==> src/rtl/uop_fetch_select.sv <==
`default_nettype none
// ============================================================================
// Module   : uop_fetch_select
// Brief    : Fetch-stage source selector between the IMEM stream and the loop
//            (uop) buffer, with flush/branch redirect and an IF/ID register.
// Revision : 1.0 - initial release
// ============================================================================
module uop_fetch_select #(
    parameter logic [31:0] RESET_PC  = 32'h0000_0000,
    parameter logic [31:0] NOP_INSTR = 32'h0000_0013
) (
    input  logic        clk,
    input  logic        reset,
    input  logic        stall,
    input  logic        block_signal,
    input  logic        flush,
    input  logic [31:0] new_pc,
    input  logic [31:0] uop_instruction,
    input  logic        br_taken,
    input  logic [31:0] br_target,
    input  logic [31:0] imem_instruction,
    output logic [31:0] imem_addr,
    output logic        imem_en,
    output logic [31:0] ifid_pc,
    output logic [31:0] ifid_instruction,
    output logic        ifid_valid,
    output logic        ifid_replay,
    output logic [15:0] uop_count
);

    typedef enum logic [1:0] {
        ST_NORMAL   = 2'd0,
        ST_REPLAY   = 2'd1,
        ST_REDIRECT = 2'd2
    } state_t;

    localparam logic [31:0] c_PC_STEP   = 32'd4;
    localparam logic [15:0] c_COUNT_MAX = 16'hFFFF;

    state_t      r_state;
    logic [31:0] r_pc;
    logic [31:0] r_fetch_pc;
    logic        r_fetch_valid;
    logic [31:0] r_ifid_pc;
    logic [31:0] r_ifid_instruction;
    logic        r_ifid_valid;
    logic        r_ifid_replay;
    logic [15:0] r_uop_count;

    logic        w_redirect;
    logic [31:0] w_redirect_pc;
    logic [15:0] w_uop_count_inc;

    // The loop buffer owns control flow while replaying, so EX branches are
    // ignored there; a loop-exit flush always wins.
    assign w_redirect      = flush | (br_taken & (r_state != ST_REPLAY));
    assign w_redirect_pc   = flush ? new_pc : br_target;
    assign w_uop_count_inc = (r_uop_count == c_COUNT_MAX) ? r_uop_count
                                                          : r_uop_count + 16'd1;

    assign imem_addr = r_pc;
    assign imem_en   = (r_state == ST_REPLAY) ? 1'b0 : ~stall;

    always_ff @(posedge clk or negedge reset) begin
        if (!reset) begin
            r_state            <= ST_NORMAL;
            r_pc               <= RESET_PC;
            r_fetch_pc         <= 32'd0;
            r_fetch_valid      <= 1'b0;
            r_ifid_pc          <= 32'd0;
            r_ifid_instruction <= NOP_INSTR;
            r_ifid_valid       <= 1'b0;
            r_ifid_replay      <= 1'b0;
            r_uop_count        <= 16'd0;
        end else if (w_redirect) begin
            r_state            <= ST_REDIRECT;
            r_pc               <= w_redirect_pc;
            r_fetch_valid      <= 1'b0;
            r_ifid_pc          <= 32'd0;
            r_ifid_instruction <= NOP_INSTR;
            r_ifid_valid       <= 1'b0;
            r_ifid_replay      <= 1'b0;
        end else if (!stall) begin
            case (r_state)
                ST_NORMAL: begin
                    if (block_signal) begin
                        // Word in flight from IMEM is discarded; PC stays put
                        // so fetch resumes there once the loop exits.
                        r_state            <= ST_REPLAY;
                        r_fetch_valid      <= 1'b0;
                        r_ifid_pc          <= r_pc;
                        r_ifid_instruction <= uop_instruction;
                        r_ifid_valid       <= 1'b1;
                        r_ifid_replay      <= 1'b1;
                        r_uop_count        <= w_uop_count_inc;
                    end else begin
                        r_pc               <= r_pc + c_PC_STEP;
                        r_fetch_pc         <= r_pc;
                        r_fetch_valid      <= 1'b1;
                        r_ifid_pc          <= r_fetch_pc;
                        r_ifid_instruction <= imem_instruction;
                        r_ifid_valid       <= r_fetch_valid;
                        r_ifid_replay      <= 1'b0;
                    end
                end
                ST_REPLAY: begin
                    if (block_signal) begin
                        r_ifid_pc          <= r_pc;
                        r_ifid_instruction <= uop_instruction;
                        r_ifid_valid       <= 1'b1;
                        r_ifid_replay      <= 1'b1;
                        r_uop_count        <= w_uop_count_inc;
                    end else begin
                        r_state       <= ST_NORMAL;
                        r_ifid_valid  <= 1'b0;
                        r_ifid_replay <= 1'b0;
                    end
                end
                ST_REDIRECT: begin
                    r_state       <= block_signal ? ST_REPLAY : ST_NORMAL;
                    r_pc          <= r_pc + c_PC_STEP;
                    r_fetch_pc    <= r_pc;
                    r_fetch_valid <= 1'b1;
                    r_ifid_valid  <= 1'b0;
                    r_ifid_replay <= 1'b0;
                end
                default: begin
                    r_state       <= ST_NORMAL;
                    r_fetch_valid <= 1'b0;
                    r_ifid_valid  <= 1'b0;
                    r_ifid_replay <= 1'b0;
                end
            endcase
        end
    end

    assign ifid_pc          = r_ifid_pc;
    assign ifid_instruction = r_ifid_instruction;
    assign ifid_valid       = r_ifid_valid;
    assign ifid_replay      = r_ifid_replay;
    assign uop_count        = r_uop_count;

endmodule
`default_nettype wire
==> config.mk <==
export PLATFORM = sky130hd
export DESIGN_NAME = uop_fetch_select
export DESIGN_NICKNAME = d
export VERILOG_FILES = /design/src/rtl/uop_fetch_select.sv
export SDC_FILE = /design/constraint.sdc
export NUM_CORES = 1
export LEC_CHECK = 0
export CORE_UTILIZATION = 47
export DETAILED_ROUTE_END_ITERATION = 8
export GPL_TIMING_DRIVEN = 0
export HOLD_SLACK_MARGIN = 0.05
export PLACE_DENSITY = 0.77
export SYNTH_ARGS = -nofsm -noshare
export SYNTH_HDL_FRONTEND = slang
export SYNTH_SLANG_ARGS = --single-unit
export TNS_END_PERCENT = 30
==> constraint.sdc <==
create_clock -name clk -period 1.9 [get_ports clk]
set_input_delay 0.285 -clock clk [delete_from_list [all_inputs] [get_ports clk]]
set_output_delay 0.285 -clock clk [all_outputs]
set_load 0.03 [all_outputs]
==> impl_metrics.json <==
{
  "status": "complete, but fails checks",
  "failed_checks": "negative setup slack",
  "via_per_inst": 5.91,
  "netSwitchingFraction": 0.297,
  "crit_fanout": 10,
  "final_nets": 1206,
  "start_kind": "flip-flop",
  "period_share": 1.03,
  "synth.mux.area_fraction": 0.0486,
  "comb_power_share": 0.195,
  "avgSynthCellArea_um2": 9.56,
  "area_growth_pct": 46.9,
  "drv_cap": 0,
  "p_leak_nw": 4.58,
  "arrival_ns": 2.28,
  "drt_drc_violations_left": 0,
  "grt_util_met3": 0.0801,
  "syn_area_um2": 7650,
  "core_area_um2": 15900,
  "synthArstFlopShare": 1.00,
  "synth_edf_count": 0,
  "synth_adder_area_share": 0.00327,
  "grt_pass1_wl_mm": 40.4,
  "firstDrtPassIters": 5,
  "hold_path.class": "primary input to flip-flop",
  "antenna_cells": 0,
  "grt_max_degree": 84,
  "p_int_mw": 6.21,
  "hold_slack_ns": 0.411,
  "synthTopCellsByCount": "dfrtp_1 (146), nand2_1 (118), nor2_1 (91)",
  "clock_power_share": 0.379,
  "use_met1": 0.411,
  "post-dp-hpwl_mm": 18.8,
  "ys_seq_area_frac": 0.488,
  "gr-max-usage-layer": "met2",
  "num_vias": 7671,
  "fin_worst_skew_ns": 0.00931,
  "io_buffers": 247,
  "ir_drop_uv": 700,
  "grtUsageTotal": 0.319,
  "cts_buffers": 17,
  "yosysMostFrequentCell": "dfrtp_1",
  "powerDensity_nw_per_um2": 786,
  "max_freq_mhz": 511,
  "hold_viol_final": 0,
  "cp-end-kind": "flip-flop",
  "dp_slack_ns": -0.723,
  "use_met2": 0.520,
  "yosys.area_share.simple": 0.199,
  "rsz0062_at_grt": "true",
  "first_global_vias": 7429,
  "finalCriticalPeriod_ns": 1.96,
  "clock-sinks": 149,
  "final_antenna_net_count": 0,
  "io-pin-count": 249,
  "synthTopCellsByArea": "dfrtp_1 (48%), a311oi_1 (6.6%), nand2_1 (5.8%)",
  "path_class": "flip-flop to flip-flop",
  "clockBufferDepth": 2,
  "clock_latency_ns": 0.43,
  "clk_pin_slew_ns": 0.06,
  "synth-compound-area-share": 0.178,
  "ys_types": 57,
  "fin_ws_ns": -0.0559,
  "synth_top_family_by_area": "simple AND/OR/NAND/NOR gates",
  "gp_congestion": 0.911,
  "maxSlewViolCount": 0,
  "worst_pin_slew_ns": 0.842,
  "post_dp_cell_area_um2": 10400,
  "yosysTopAreaCellShare": 0.478,
  "die-area_um2": 16800,
  "yosysWarnings": 0,
  "yosys.area.top_type": "dfrtp_1",
  "slew_headroom": 0.439,
  "antenna_found_initial": 1,
  "required_ns": 2.22,
  "die_x_um": 130,
  "synth_xor_area_frac": 0.0424,
  "syn-num-nets": 936,
  "htree_levels": 4,
  "p_switching_mw": 2.62,
  "final_core_util": 0.708,
  "grt_remaining_overflow": 0,
  "initialDrtViolationCount": 548,
  "wirelength_mm": 26.5,
  "ys_seq_elements": 149,
  "die_y_um": 130,
  "syn_inst": 800,
  "rows": 46,
  "design_area_um2": 11200,
  "setup_viol": 4,
  "root_buffer": "clkbuf_16",
  "start_util": 0.482,
  "power.share.sequential": 0.425,
  "wl_per_cell_um": 20.4,
  "cts_tree": "built",
  "drive_above_1_share": 0.133,
  "synth-main-ff-cell": "dfrtp_1"
}
## cell type report
class	count	area, um^2
Sequential cell	149	3740
Fill cell	1269	4640
Multi-Input combinational cell	579	3720
Timing Repair Buffer	251	2520
Inverter	11	41.3
Buffer	61	364
Clock buffer	19	443
Tap cell	216	270
Clock inverter	13	133
## repair_timing
item,4_1_cts,5_1_grt
resized for setup,60,59
pin swaps,1,1
hold buffers,1,0
endpoints found under the setup margin,120,130
endpoints found under the hold margin,79,0
setup buffers,2,0
## per-layer routing
metal,vias up,part of all wire
li1,3442,-
met3,52,0.095
met5,-,0.00049
met4,2,0.020
met1,3767,0.40
met2,408,0.48
## cell usage in the layout, fill, tap and decap left out, types with 18 or more instances in the layout
| cell | instances |
|---|---|
| nor2_1 | 90 |
| a21oi_1 | 18 |
| a311oi_1 | 54 |
| o21ai_0 | 75 |
| xnor2_1 | 29 |
| clkbuf_16 | 18 |
| dfrtp_1 | 137 |
| clkbuf_1 | 20 |
| nor3_1 | 23 |
| clkdlybuf4s50_1 | 213 |
| dlygate4sd2_1 | 21 |
| nand2_1 | 116 |
## kinds of logic (layout without fill, tap and decap cells)
group,Yosys count,count (layout)
compound gates,198,198
xor+xnor,37,37
fa+ha+maj,2,2
buf+inv,72,355
flops,149,149
mux,34,34
simple gates,308,308
## sequential cells by signal, indices dropped and copies added, names as in the netlist
| signal | cells |
|---|---|
| r_state | 2 |
| ifid_instruction | 32 |
| imem_addr | 32 |
| ifid_valid | 1 |
| r_fetch_valid | 1 |
| ifid_replay | 1 |
| uop_count | 16 |
| r_fetch_pc | 32 |
| ifid_pc | 32 |
## metrics by stage
step                power, mW  std cells  setup TNS, ns
CTS                      8.81       1299        -0.0615
global placement         5.46       1263        -899.77
global route             9.13       1299         -0.775
floorplan                4.63        800              0
detailed placement       5.50       1264         -64.61
finish                   8.83       1299         -0.160
## path summary, 6_finish.rpt
| path | slack [ns] | to | cells past startpoint | start |
|---|---|---|---|---|
| worst max register to register | -0.06 | imem_addr[7] | 6 | r_state[0] |
| min in group asynchronous | 0.46 | uop_count[8] | 2 | reset |
| worst min-delay path | 0.41 | imem_addr[6] | 3 | new_pc[6] |
| worst max-delay path | -0.06 | imem_addr[7] | 6 | r_state[0] |
| worst min register to register | 0.48 | r_fetch_pc[24] | 2 | r_fetch_pc[24] |
| max in group asynchronous | 0.59 | imem_addr[4] | 3 | reset |
## worst max-delay path, stage by stage (launching register included)
cell       delay, ns
dfrtp_2         0.47
nor2b_2         0.18
buf_6           0.15
nor2_1          0.59
o2bb2ai_1       0.22
o22ai_1         0.11
o2bb2ai_1       0.12
## power groups by stage
stage               clock (mW)  combinational [mW]  sequential (mW)
finish                    3.35                1.73             3.76
global route              3.48                1.85             3.79
CTS                       3.36                1.70             3.74
detailed placement           0                1.71             3.80
global placement             0                1.67             3.79
floorplan                    0               0.674             3.95
No activity file was read; power rests on OpenSTA's default activity.
